File: config.mk
export PLATFORM = sky130hd
export DESIGN_NAME = trunk_unit_flat
export DESIGN_NICKNAME = d
export VERILOG_FILES = /design/src/rtl/trunk_unit_if.sv /design/src/rtl/trunk_unit.sv /design/src/flat_wrapper.sv
export SDC_FILE = /design/constraint.sdc
export NUM_CORES = 1
export LEC_CHECK = 0
export CAP_MARGIN = 40
export CELL_PAD_IN_SITES_DETAIL_PLACEMENT = 2
export CELL_PAD_IN_SITES_GLOBAL_PLACEMENT = 2
export CORE_MARGIN = 8
export CORE_UTILIZATION = 19
export DETAILED_ROUTE_END_ITERATION = 8
export PLACE_DENSITY_LB_ADDON = 0.1
export SYNTH_ARGS = -nofsm -noshare
export SYNTH_HDL_FRONTEND = slang
export SYNTH_SLANG_ARGS = --single-unit
File: constraint.sdc
create_clock -name clk -period 1.3 [get_ports clk]
set_input_delay 0.26 -clock clk [delete_from_list [all_inputs] [get_ports clk]]
set_output_delay 0.26 -clock clk [all_outputs]
set_load 0.01 [all_outputs]
File: src/rtl/trunk_unit_if.sv
// Load-data bus between the memory stage and the truncation/extension unit.
interface trunk_unit_if;
   localparam int unsigned OP_W   = 3;
   localparam int unsigned DATA_W = 32;
   localparam int unsigned ADDR_W = 12;

   logic [OP_W-1:0]   opcode;
   logic [DATA_W-1:0] entrada;
   logic [ADDR_W-1:0] direccion;
   logic [DATA_W-1:0] salida;

   // Memory stage drives the load request and consumes the result.
   modport master (
      output opcode,
      output entrada,
      output direccion,
      input  salida
   );

   // Truncation unit consumes the request and drives the result.
   modport slave (
      input  opcode,
      input  entrada,
      input  direccion,
      output salida
   );
endinterface

File: src/rtl/trunk_unit.sv
// Load-data truncation and extension: picks the byte/halfword/word a load
// asks for out of the memory word and extends it to 32 bits, registered.
module trunk_unit (
   input  logic         clk,
   input  logic         reset,
   trunk_unit_if.slave  bus
);
   localparam int unsigned DATA_W = 32;
   localparam int unsigned BYTE_W = 8;
   localparam int unsigned HALF_W = 16;

   localparam logic [2:0] OP_LB  = 3'b000;
   localparam logic [2:0] OP_LH  = 3'b001;
   localparam logic [2:0] OP_LBU = 3'b100;
   localparam logic [2:0] OP_LHU = 3'b101;

   logic [BYTE_W-1:0] byte_c;
   logic [HALF_W-1:0] half_c;
   logic [DATA_W-1:0] result_c;
   logic              unused_addr_c;

   // Only the byte offset within the word matters.
   assign unused_addr_c = ^bus.direccion[11:2];

   // Little-endian byte lane select.
   always_comb begin
      byte_c = bus.entrada[7:0];
      unique case (bus.direccion[1:0])
         2'd0: byte_c = bus.entrada[7:0];
         2'd1: byte_c = bus.entrada[15:8];
         2'd2: byte_c = bus.entrada[23:16];
         2'd3: byte_c = bus.entrada[31:24];
         default: byte_c = bus.entrada[7:0];
      endcase
   end

   // Aligned halfword containing the address; bit 0 is ignored.
   always_comb begin
      half_c = bus.entrada[15:0];
      if (bus.direccion[1]) begin
         half_c = bus.entrada[31:16];
      end
   end

   // Extension by load type; LW, LWL, LWR and unused codes pass the word.
   always_comb begin
      result_c = bus.entrada;
      case (bus.opcode)
         OP_LB:   result_c = {{(DATA_W-BYTE_W){byte_c[BYTE_W-1]}}, byte_c};
         OP_LH:   result_c = {{(DATA_W-HALF_W){half_c[HALF_W-1]}}, half_c};
         OP_LBU:  result_c = {{(DATA_W-BYTE_W){1'b0}}, byte_c};
         OP_LHU:  result_c = {{(DATA_W-HALF_W){1'b0}}, half_c};
         default: result_c = bus.entrada;
      endcase
   end

   // Output register into write-back; reset dominates.
   always_ff @(posedge clk) begin
      if (!reset) begin
         bus.salida <= DATA_W'(0);
      end else begin
         bus.salida <= result_c;
      end
   end
endmodule

File: src/flat_wrapper.sv
// flat-port wrapper written by rule: the top's interface ports become plain ports
module trunk_unit_flat 
  (clk, reset, bus_opcode, bus_entrada, bus_direccion, bus_salida);
  trunk_unit_if bus_i ();
  input  logic clk;
  input  logic reset;
  input wire logic [$bits(bus_i.opcode)-1:0] bus_opcode;
  input wire logic [$bits(bus_i.entrada)-1:0] bus_entrada;
  input wire logic [$bits(bus_i.direccion)-1:0] bus_direccion;
  output wire logic [$bits(bus_i.salida)-1:0] bus_salida;
  assign bus_i.opcode = bus_opcode;
  assign bus_i.entrada = bus_entrada;
  assign bus_i.direccion = bus_direccion;
  assign bus_salida = bus_i.salida;
  trunk_unit u_core (.clk(clk), .reset(reset), .bus(bus_i));
endmodule
After elaboration in Yosys (flattened, before gate mapping)
Index checks and enable logic that the tools add are counted.

Flip-flop bits (word level): 32. Input port bits: 49. Output and inout bits: 32. Logic and storage cells: 12.

Equal/unequal tests: 6. Multiplexer cells: 3. Reduce and logical (&&, ||, !) cells: 2.

Operators with widths (number): 32-bit case mux with 4 select lines (1); 8-bit case mux with 4 select lines (1); 16-bit two-way mux (1); 3-bit equality test (second input constant) (2); 2-bit equality test (second input constant) (2); 3-bit by 1-bit equality test with 1-bit output (second input constant) (1); 3-bit logical NOT (1); 2-bit by 1-bit equality test with 1-bit output (second input constant) (1); 2-bit logical NOT (1).

Logic depth before layout (Yosys ltp)
Depth in word-level cells: 3. Depth in mapped cells: 6. Depth with buffers taken out: 3.

Worst setup path before layout
Ideal clock, no wire load.

Path kind: in2reg. Start point: in bus_opcode[1]. End point: reg u_core.bus.salida[16]. Arrival: 1328 ps. Required time: 1222 ps. Path slack: -105 ps. Cell stages on the path: 5. Cell sequence: buf_2 -> or4_1 -> buf_2 -> buf_6 -> a31oi_2.

Longest elaborated chain between the ends: 2.

RTL lines: from (decl) (RTL line flat_wrapper.sv:7) `input wire logic [$bits(bus_i.opcode)-1:0] bus_opcode;`; 3-bit equality test (tied with other cells) (RTL line trunk_unit.sv:48) `case (bus.opcode)`; 32-bit case mux with 4 select lines * (RTL line trunk_unit.sv:48); to (signal assigned) (RTL line trunk_unit.sv:62) `bus.salida <= result_c;`; to (decl) (RTL line trunk_unit_if.sv:25) `output salida`.

Every way passes the cells marked *; elsewhere a longest branch is shown, timed or not. A chain may end at the register's enable or synchronous reset.

Final worst setup path
Start point: in bus_entrada[15]. End point: reg u_core.bus.salida[10].

Longest elaborated chain between the ends: 2.

RTL lines: from (decl) (RTL line flat_wrapper.sv:8) `input wire logic [$bits(bus_i.entrada)-1:0] bus_entrada;`; 8-bit case mux with 4 select lines (RTL line trunk_unit.sv:28) `unique case (bus.direccion[1:0])`; 32-bit case mux with 4 select lines (RTL line trunk_unit.sv:48).

Every way passes these cells.

==> results <==
==> layout make-up <==
type / count / area (sq um)
inverters: 10 / 38.8
fillers: 847 / 5070
flip-flops and latches: 32 / 641
multi-input cells: 97 / 822
clock buffers: 7 / 96.3
well taps: 102 / 128
repair buffers: 105 / 933
==> cell usage after synthesis <==
cell type and n:
sky130_fd_sc_hd__a31oi_4 1, sky130_fd_sc_hd__a31oi_1 6, sky130_fd_sc_hd__clkbuf_1 7, sky130_fd_sc_hd__nor2b_1 8, sky130_fd_sc_hd__o221a_2 7, sky130_fd_sc_hd__nor3_1 1, sky130_fd_sc_hd__nor2_1 3, sky130_fd_sc_hd__mux2i_1 15
sky130_fd_sc_hd__or4_1 1, sky130_fd_sc_hd__a21oi_1 2, sky130_fd_sc_hd__buf_6 2, sky130_fd_sc_hd__a41oi_1 1, sky130_fd_sc_hd__nor3b_1 1, sky130_fd_sc_hd__nand3_1 2, sky130_fd_sc_hd__buf_2 6, sky130_fd_sc_hd__nand2_1 18
sky130_fd_sc_hd__a221oi_1 7, sky130_fd_sc_hd__inv_1 9, sky130_fd_sc_hd__dfxtp_1 32, sky130_fd_sc_hd__a31oi_2 9, sky130_fd_sc_hd__mux2_2 1, sky130_fd_sc_hd__clkinv_1 1, sky130_fd_sc_hd__o22ai_1 7, sky130_fd_sc_hd__nand4_1 1
sky130_fd_sc_hd__mux4_2 1, sky130_fd_sc_hd__nand2b_1 3, sky130_fd_sc_hd__a2bb2oi_2 1
==> placed cells by master, fill, tap and decap left out, types with 2 or more instances in the layout <==
master                            instances
sky130_fd_sc_hd__dfxtp_1                 32
sky130_fd_sc_hd__or4_4                    2
sky130_fd_sc_hd__clkdlybuf4s50_1         28
sky130_fd_sc_hd__buf_4                   31
sky130_fd_sc_hd__o221a_2                  7
sky130_fd_sc_hd__o22ai_1                  7
sky130_fd_sc_hd__inv_1                    9
sky130_fd_sc_hd__clkbuf_8                 7
sky130_fd_sc_hd__a31oi_1                  6
sky130_fd_sc_hd__dlygate4sd2_1           37
sky130_fd_sc_hd__nand3_1                  2
sky130_fd_sc_hd__mux2i_1                 13
sky130_fd_sc_hd__clkbuf_2                 2
sky130_fd_sc_hd__nor2b_1                  7
sky130_fd_sc_hd__nand2b_1                 3
sky130_fd_sc_hd__a31oi_2                  9
sky130_fd_sc_hd__nor2_2                   2
sky130_fd_sc_hd__nand2_1                 18
sky130_fd_sc_hd__buf_6                    4
sky130_fd_sc_hd__a221oi_1                 6
==> power breakdown <==
group	switching, mW	internal, mW	leakage [nW]	total, mW
combinational	0.314	0.357	0.890	0.671
clock	0.358	0.471	0.0503	0.829
sequential	0.0169	1.06	0.266	1.07
==> through the flow <==
step           area [sq um]  worst slack [ps]  utilization [%]  cells
2_1_floorplan          1540             -83.3                -    153
3_3_place_gp           2540              -607             32.9    345
3_5_place_dp           2540              -674             32.9    345
4_1_cts                2670              1.11             34.5    353
5_1_grt                2660              3.70             34.4    353
6_report               2660              35.4             34.4    353
==> layer usage <==
metal / vias up / GRT usage [%] / wire length, um
met5: - / 0 / 0
met3: 4 / 3.35 / 305
li1: 760 / - / -
met1: 778 / 13.3 / 2790
met2: 37 / 22.2 / 3530
met4: 0 / 3.98 / 39
==> critical path, delay by kind of cell <==
family,cells,cell delay (ps)
muxes,1,540
AOI/OAI and AO/OA,2,240
buffers and inverters,2,370
==> repair_timing <==
action	CTS	global route
pin swaps	6	1
resized for setup	66	3
gates cloned	1	0
setup endpoints to repair	64	25
endpoints found under the hold margin	0	0
==> how the worst max path moves through the flow <==
| stage | start | endpoint | slack [ps] | depth (start not counted) |
|---|---|---|---|---|
| 2_1_floorplan | bus_opcode[1] | u_core.bus.salida[16] | -80 | 5 |
| 4_1_cts | bus_entrada[31] | u_core.bus.salida[10] | 1 | 5 |
| 3_5_place_dp | bus_direccion[1] | u_core.bus.salida[6] | -670 | 5 |
| 6_report | bus_entrada[15] | u_core.bus.salida[10] | 40 | 5 |
| 5_1_grt | bus_opcode[1] | u_core.bus.salida[13] | 4 | 6 |
| 3_3_place_gp | bus_direccion[1] | u_core.bus.salida[10] | -610 | 5 |
==> kinds of logic (layout without fill, tap and decap cells) <==
logic type | Yosys count | after routing
and+or+nand+nor | 38 | 39
buffers and inverters | 25 | 122
muxes | 17 | 17
AOI/OAI and AO/OA | 41 | 41
DFF | 32 | 32
==> out/summary.md <==
The number of routed nets with antenna violations was 0. The largest total area in the synthesized netlist belongs to sky130_fd_sc_hd__dfxtp_1. The tools report the sum of overflow across all layers after global routing as 0. Of the post-synthesis cell area, the dominant cell type holds 42.3%. Dividing the detail-routed via count by the number of cells gives 4.47. Summed over all nets, the half-perimeter wirelength after detailed placement is 5270 um.

STA classifies the critical path endpoint as a flop. In the final layout, the registers with the most flip-flops are u_core.bus.salida (32). Wires add up to 6670 um. The number of antenna diodes in the final layout is 0. For the worst setup path, the data required time is 1450 ps.

Setup repair after global routing left no endpoint under its margin. Yosys mapped the design onto 27 distinct sky130hd cell types. 81 I/O pins were placed. Worst-margin pin slew: 377 ps. The logs give 0 for the final hold violation count and 42.3% for the sequential-to-total area share from yosys stat. Counting every sink on the clock net gives 32. The worst hold path was traced through 3 stages. Counting flops and latches in the post-synthesis netlist gives 32. Critical path arrival: 1410 ps. CTS placed an instance of sky130_fd_sc_hd__clkbuf_8 at the clock tree root. On the critical path, the stage with the largest delay is an instance of sky130_fd_sc_hd__mux4_2. The last weighted congestion value of the routability-driven placer came out at 0.786.

The critical path is of the input pin to flop type. The share of layout cells above drive strength 1 was 30.3%. The time the worst path needs with I/O delays and setup came out at 1260 ps. Across all hold checks on the routed design, the worst slack comes to 418 ps. Setup violations remaining at the end of the flow were counted as 0. By area, the combinational part of the netlist is dominated by compound AO/OA/AOI/OAI gates. Based on the critical path, the design can be clocked at up to 791 MHz. The tool flagged a number of max-cap violations equal to 0. After the last flow step, the layout net total stands at 300.

For the total power after layout, the log shows 2.57 mW. The share of the synthesized netlist area taken by xor and xnor gates works out to 0%. Sorting the synthesized cells by area gives the leading types as sky130_fd_sc_hd__dfxtp_1 (42%), sky130_fd_sc_hd__mux2i_1 (9.9%), sky130_fd_sc_hd__a31oi_2 (7.4%), sky130_fd_sc_hd__o221a_2 (5.2%), sky130_fd_sc_hd__nand2_1 (4.5%). The synthesized area came out at 1510 sq um. The signal on the critical path passes through clkdlybuf4s15_1 -> mux4_2 -> a2bb2oi_4 -> buf_6 -> a221oi_1. In this run the tightest slew margin relative to its limit is 74.9%. The synthesized netlist devotes 25.7% of its cell area to compound gates. The run gives 7730 sq um as the total core area. Entering global routing, the biggest net connects 18 pins. For this run, the slowest stage of the critical path takes 540 ps.

For the number of design rule violations left after detail routing, the log shows 0. The run gives 2 as the total number of H-tree levels. The run gives 0 as the count of warnings emitted by yosys. The worst setup path is launched from an input pin. The port buffer count came out at 70.

The overall track demand over capacity in global routing was 12.2%; the cell area power density was 968 nW/um^2. The run gives 1579 as the total number of vias. TritonCTS built the clock tree. The average instance area after synthesis is 9.90 sq um, and the via count of the first global-routing pass is 1899. The largest buffer count on any clock path is 2.

The count of final max-slew check failures is 0, and the total negative setup slack is 0 ps. The die covers 11100 sq um. After clock tree synthesis, the clock-pin slew on the worst setup and hold paths is 70 ps.

In the finished design, the share of the clock period the worst path needs comes to 97.3%. The cell count after synthesis came out at 153. The min-delay analysis places its worst path in the category input pin to flop.

The initial cell density of the core came out at 19.6%. The worst hold path terminates at u_core.bus.salida[9]. Row generation in the floorplan step produced 32 rows. IR analysis of the VDD net gives a maximum drop of 262 uV.

More flip-flops sit in one register than any other, and that register is u_core.bus.salida. The analysis attributes to cell leakage a power of 1.21 nW. The flip-flop count of the largest register after layout came out at 32. The number of optimization iterations in the first detailed-route pass was 3; the adder and majority cell fraction of the synthesized area was 0%. The synthesized net count is 202, and the DRC marker count from the first detailed-route iteration is 42. The routed wirelength normalized by instance count is 18.9 um, and the buffers inserted during post-CTS setup optimization is 0. The floorplan step set the die width to 105 um. The height of the chip was 105 um; the biggest fanout along the worst timing path was 5. The tools report the start point of the worst hold path as bus_opcode[0]. Of the post-synthesis cell area, the part taken by muxes is 12.1%. The post-synthesis simple-gate area fraction works out to 12.1%. Hold buffer count at cts: 0. The run finished with clean final reports.

For the number of antenna violations at the first check in global routing, the log shows 0. From synthesis to final layout, the design area changed by 75.6%. The number of buffers inserted during clock tree synthesis came out at 5. The first global-routing pass estimated 10400 um of wire.
No activity file was read; power rests on OpenSTA's default activity.
==> variant 1 (config.mk and constraints unchanged) <==
Make the reset (`reset`) asynchronous in one clocked block.
--- a/src/rtl/trunk_unit.sv
+++ b/src/rtl/trunk_unit.sv
@@ -55,7 +55,7 @@
    end
 
    // Output register into write-back; reset dominates.
-   always_ff @(posedge clk) begin
+   always_ff @(posedge clk or negedge reset) begin
       if (!reset) begin
          bus.salida <= DATA_W'(0);
       end else begin
Check against the original RTL: differs if reset is asserted again (counterexample within 4 cycles, from zero or initial values and one cycle with reset low); with reset held inactive, the same outputs for 10 cycles.
==> variant 1 against the original RTL <==
  * Sequential cell count is the same
  * Core utilization grew 0.74 points
  * Synthesized area fell by 4.2%
  * Hold slack worse by 0.12 ns
  * Cell area is essentially flat
  * Maximum frequency decreased by 2.3%
  * Worst setup slack got worse by 0.030 ns
  * Total power increased by 11%
  * Die area is 3.6% lower
  * Sequential share of layout area increased by 6.0 points
  * Wire length is 6.5% lower
==> variant 1: results (changes against the original RTL) <==
- Fraction of synthesized area in multiplexers: 7.679% (-4.5 points)
- Final Cell Area: 2660 um2 (about the same)
- # fillers: 825 (-2.6%)
- Max Fanout on Critical Path: 6 (+1)
- Post CTS Setup Buffer Count: 3 (+3)
- Via count: 1503 (-4.8%)
- Top delay family on crit path: buffers and inverters
- Cells after synthesis: 142 (-7.2%)
- Synthesis-stage register bit count: 32 (unchanged)
- Post-synth top cells: 48 x nand2_1, 32 x dfrtp_1, 13 x a22oi_1, 9 x o21ai_0
- FF+latch area: 800.8 um2 (+25%)
- First-pass GRT wire length: 9784 um (-6.3%)
- First drt pass iteration count: 4 (+1)
- Data buffer area share: 36.88% (+1.8 points)
- ANT cells: 0 (unchanged)
- Relative slew slack: 79.01% (+4.1 points)
- Static leakage: 0.001343 uW (+11%)
- Initial DRC count: 11 (-74%)
- Status: complete, no violations
- Routed length per instance: 17.92 um (-5.1%)
- Sw Share: 25.45% (-1.3 points)
- Sequential power: 1110 uW (+4%)
- Largest net degree at the start of global routing: 33 (+15)
- Crit path DAT: 1.52 ns (+0.11 ns)
- Reg power frac: 38.8% (-2.9 points)
- Clk tree area frac: 4.751% (+1.1 points)
- Count of non-CTS buffers in the layout: 106 (+0.95%)
- Syn Nets: 191 (-5.4%)
- Invs w/o clock: 2 (-8)
- Seq/Total Area, Yosys: 55.22% (+13 points)
- Hold path start: bus_entrada[23]
- DP Wirelength: 4854 um (-7.9%)
- Compound-Gate Fraction of Synth Area: 16.65% (-9.1 points)
- Setup WS pre-CTS: -0.6846 ns (-0.01019 ns)
- Total routed wirelength: 6235 um (-6.5%)
- # nets final: 294 (-2.0%)
- Asr flop ratio synth: 100.0% (+100 points)
- Multi-input combinational area share: 23.05% (-7.9 points)
- Area after DPL: 2481 um2 (-2.4%)
- Area contributors post-synth: dfrtp_1 55%, nand2_1 12%, a22oi_1 6.7%
- Post-CTS sizing: 63 (-4.5%)
- Vias in the first global route: 1813 (-4.5%)
- Inst Count DP: 335 (-2.9%)
- Layout cell share with drive strength beyond 1: 27.24% (-3.0 points)
- Comb pwr: 685 uW (+2%)
- Slowest stage cell, crit path: o41a_4
- Total GRT Usage: 12.34% (+0.16 points)
- Hold path cells: 4 (+1)
- #MultiIn Comb: 98 (+1.0%)
- Post-synthesis cell type count: 20 (-26%)
- Post-synth top flop: dfrtp_1
- Minimum hold slack: 0.3023 ns (-0.1154 ns)
- Routability cong.: 0.7930 (+0.85%)
- Worst ir drop on vdd: 0.4082 mV (+56%)
- Hold worst-path end: u_core.bus.salida[23]$_DFF_PN0_
variant 1: worst max-delay path by stage:
| stage | end | startpoint | slack, ns | depth (start not counted) |
|---|---|---|---|---|
| floorplan | u_core.bus.salida[15]$_DFF_PN0_ | bus_direccion[1] | -0.13 | 6 |
| global placement | u_core.bus.salida[15]$_DFF_PN0_ | bus_direccion[1] | -0.61 | 6 |
| detailed placement | u_core.bus.salida[6]$_DFF_PN0_ | bus_direccion[1] | -0.68 | 7 |
| CTS | u_core.bus.salida[27]$_DFF_PN0_ | bus_direccion[1] | 0.003 | 6 |
| global route | u_core.bus.salida[5]$_DFF_PN0_ | bus_opcode[0] | -0.03 | 6 |
| finish | u_core.bus.salida[28]$_DFF_PN0_ | bus_opcode[0] | 0.006 | 6 |
variant 1: routing by layer:
metal / track usage [%] / up-vias / part of all wire, %
li1: - / 696 / -
met1: 13.58 / 751 / 39
met2: 21.25 / 46 / 51
met3: 4.217 / 10 / 7.5
met4: 5.006 / 0 / 1.7
met5: 0 / - / 0
==> variant 2 (same settings) <==
Made on the original files. Remove the case item `OP_LH` of the case on `bus.opcode`.
--- a/src/rtl/trunk_unit.sv
+++ b/src/rtl/trunk_unit.sv
@@ -47,7 +47,6 @@
       result_c = bus.entrada;
       case (bus.opcode)
          OP_LB:   result_c = {{(DATA_W-BYTE_W){byte_c[BYTE_W-1]}}, byte_c};
-         OP_LH:   result_c = {{(DATA_W-HALF_W){half_c[HALF_W-1]}}, half_c};
          OP_LBU:  result_c = {{(DATA_W-BYTE_W){1'b0}}, byte_c};
          OP_LHU:  result_c = {{(DATA_W-HALF_W){1'b0}}, half_c};
          default: result_c = bus.entrada;
Function: changed (Yosys sat finds a counterexample within 4 cycles, from zero or initial values and one cycle with reset low).
==> variant 2 against the original RTL <==
  * Core utilization increased by 1.6 points
  * Synthesized area increased by 1.2%
  * Wire length increased by 8.1%
  * Worst setup slack improved by 0.00061 ns
  * Count of clock-buffer cells in the layout unchanged
  * Sequential cell count unchanged
  * Total power increased by 1.9%
  * Cell area increased by 5.3%
  * Die area increased by 1.0%
  * Critical endpoint is now u_core.bus.salida[26]$_SDFF_PN0_
==> variant 2: results (changes against the original RTL) <==
- Hold worst-path end: u_core.bus.salida[23]$_SDFF_PN0_
- Crit path capture: u_core.bus.salida[26]$_SDFF_PN0_
- Total GRT Usage: 12.94% (+0.76 points)
- Status: complete, no violations
- DP Wirelength: 5703 um (+8.2%)
- Seq/Total Area, Yosys: 41.80% (-0.52 points)
- Met1 wire length: 3010 um (+7.9%)
- Worst slew pin tran: 0.3859 ns (+0.009131 ns)
- Global-route track usage on met1: 14.61% (+1.3 points)
- #MultiIn Comb: 89 (-8.2%)
- Area used by multi-input combinational logic: 814.5 um2 (-0.91%)
- Static leakage: 0.001399 uW (+16%)
- Largest stage delay on the critical path: 0.49 ns (-0.05 ns)
- Area contributors post-synth: dfxtp_1 42%, mux4_2 8.8%, a22o_1 8.0%
- Count of non-CTS buffers in the layout: 126 (+20%)
- Routability cong.: 0.7741 (-1.6%)
- Data buffer area share: 39.61% (+4.5 points)
- DR WL met3: 500 um (+64%)
- Initial DRC count: 49 (+17%)
- GR Layer Usage met2: 22.34% (+0.17 points)
- Internal power: 1927 uW (+2.3%)
- Clk pwr share: 31.6% (-0.6 points)
- # nets final: 306 (+2.0%)
- Vias in the first global route: 1912 (+0.68%)
- Largest net degree at the start of global routing: 16 (-2)
- First drt pass iteration count: 4 (+1)
- First-pass GRT wire length: 11130 um (+6.5%)
- Setup WS pre-CTS: -0.7806 ns (-0.1062 ns)
- Routed length per instance: 20.08 um (+6.3%)
[variant 2: cell families (layout without fill, tap and decap cells)]
kind of cell	after synthesis	count (layout)	synth area share, %
AND/OR/NAND/NOR	15	15	6.612
flip-flops	32	32	41.80
AO/OA/AOI/OAI	64	64	30.69
multiplexers	10	10	12.57
buffers and inverters	16	136	8.325
[variant 2: per-stage QoR]
stage | cell area, um2 | total power [uW] | util, % | instances
after floorplan | 1536 | 1380 | - | 137
after global placement | 2605 | 1819 | 33.54 | 344
after detailed placement | 2616 | 1844 | 33.68 | 345
after CTS | 2784 | 2654 | 35.84 | 359
after global routing | 2799 | 2759 | 36.03 | 359
final | 2799 | 2620 | 36.03 | 359
[variant 2: repair_timing]
item	CTS	global route
pin swaps	2	4
setup buffers	6	0
gates cloned	1	0
gates resized for setup	63	16
hold endpoints to repair	0	0
setup endpoints to repair	64	18
[variant 2: worst min-delay path, cell delays in order]
cell and delay [ns]:
clkbuf_2 0.09, buf_4 0.10, a21o_2 0.10
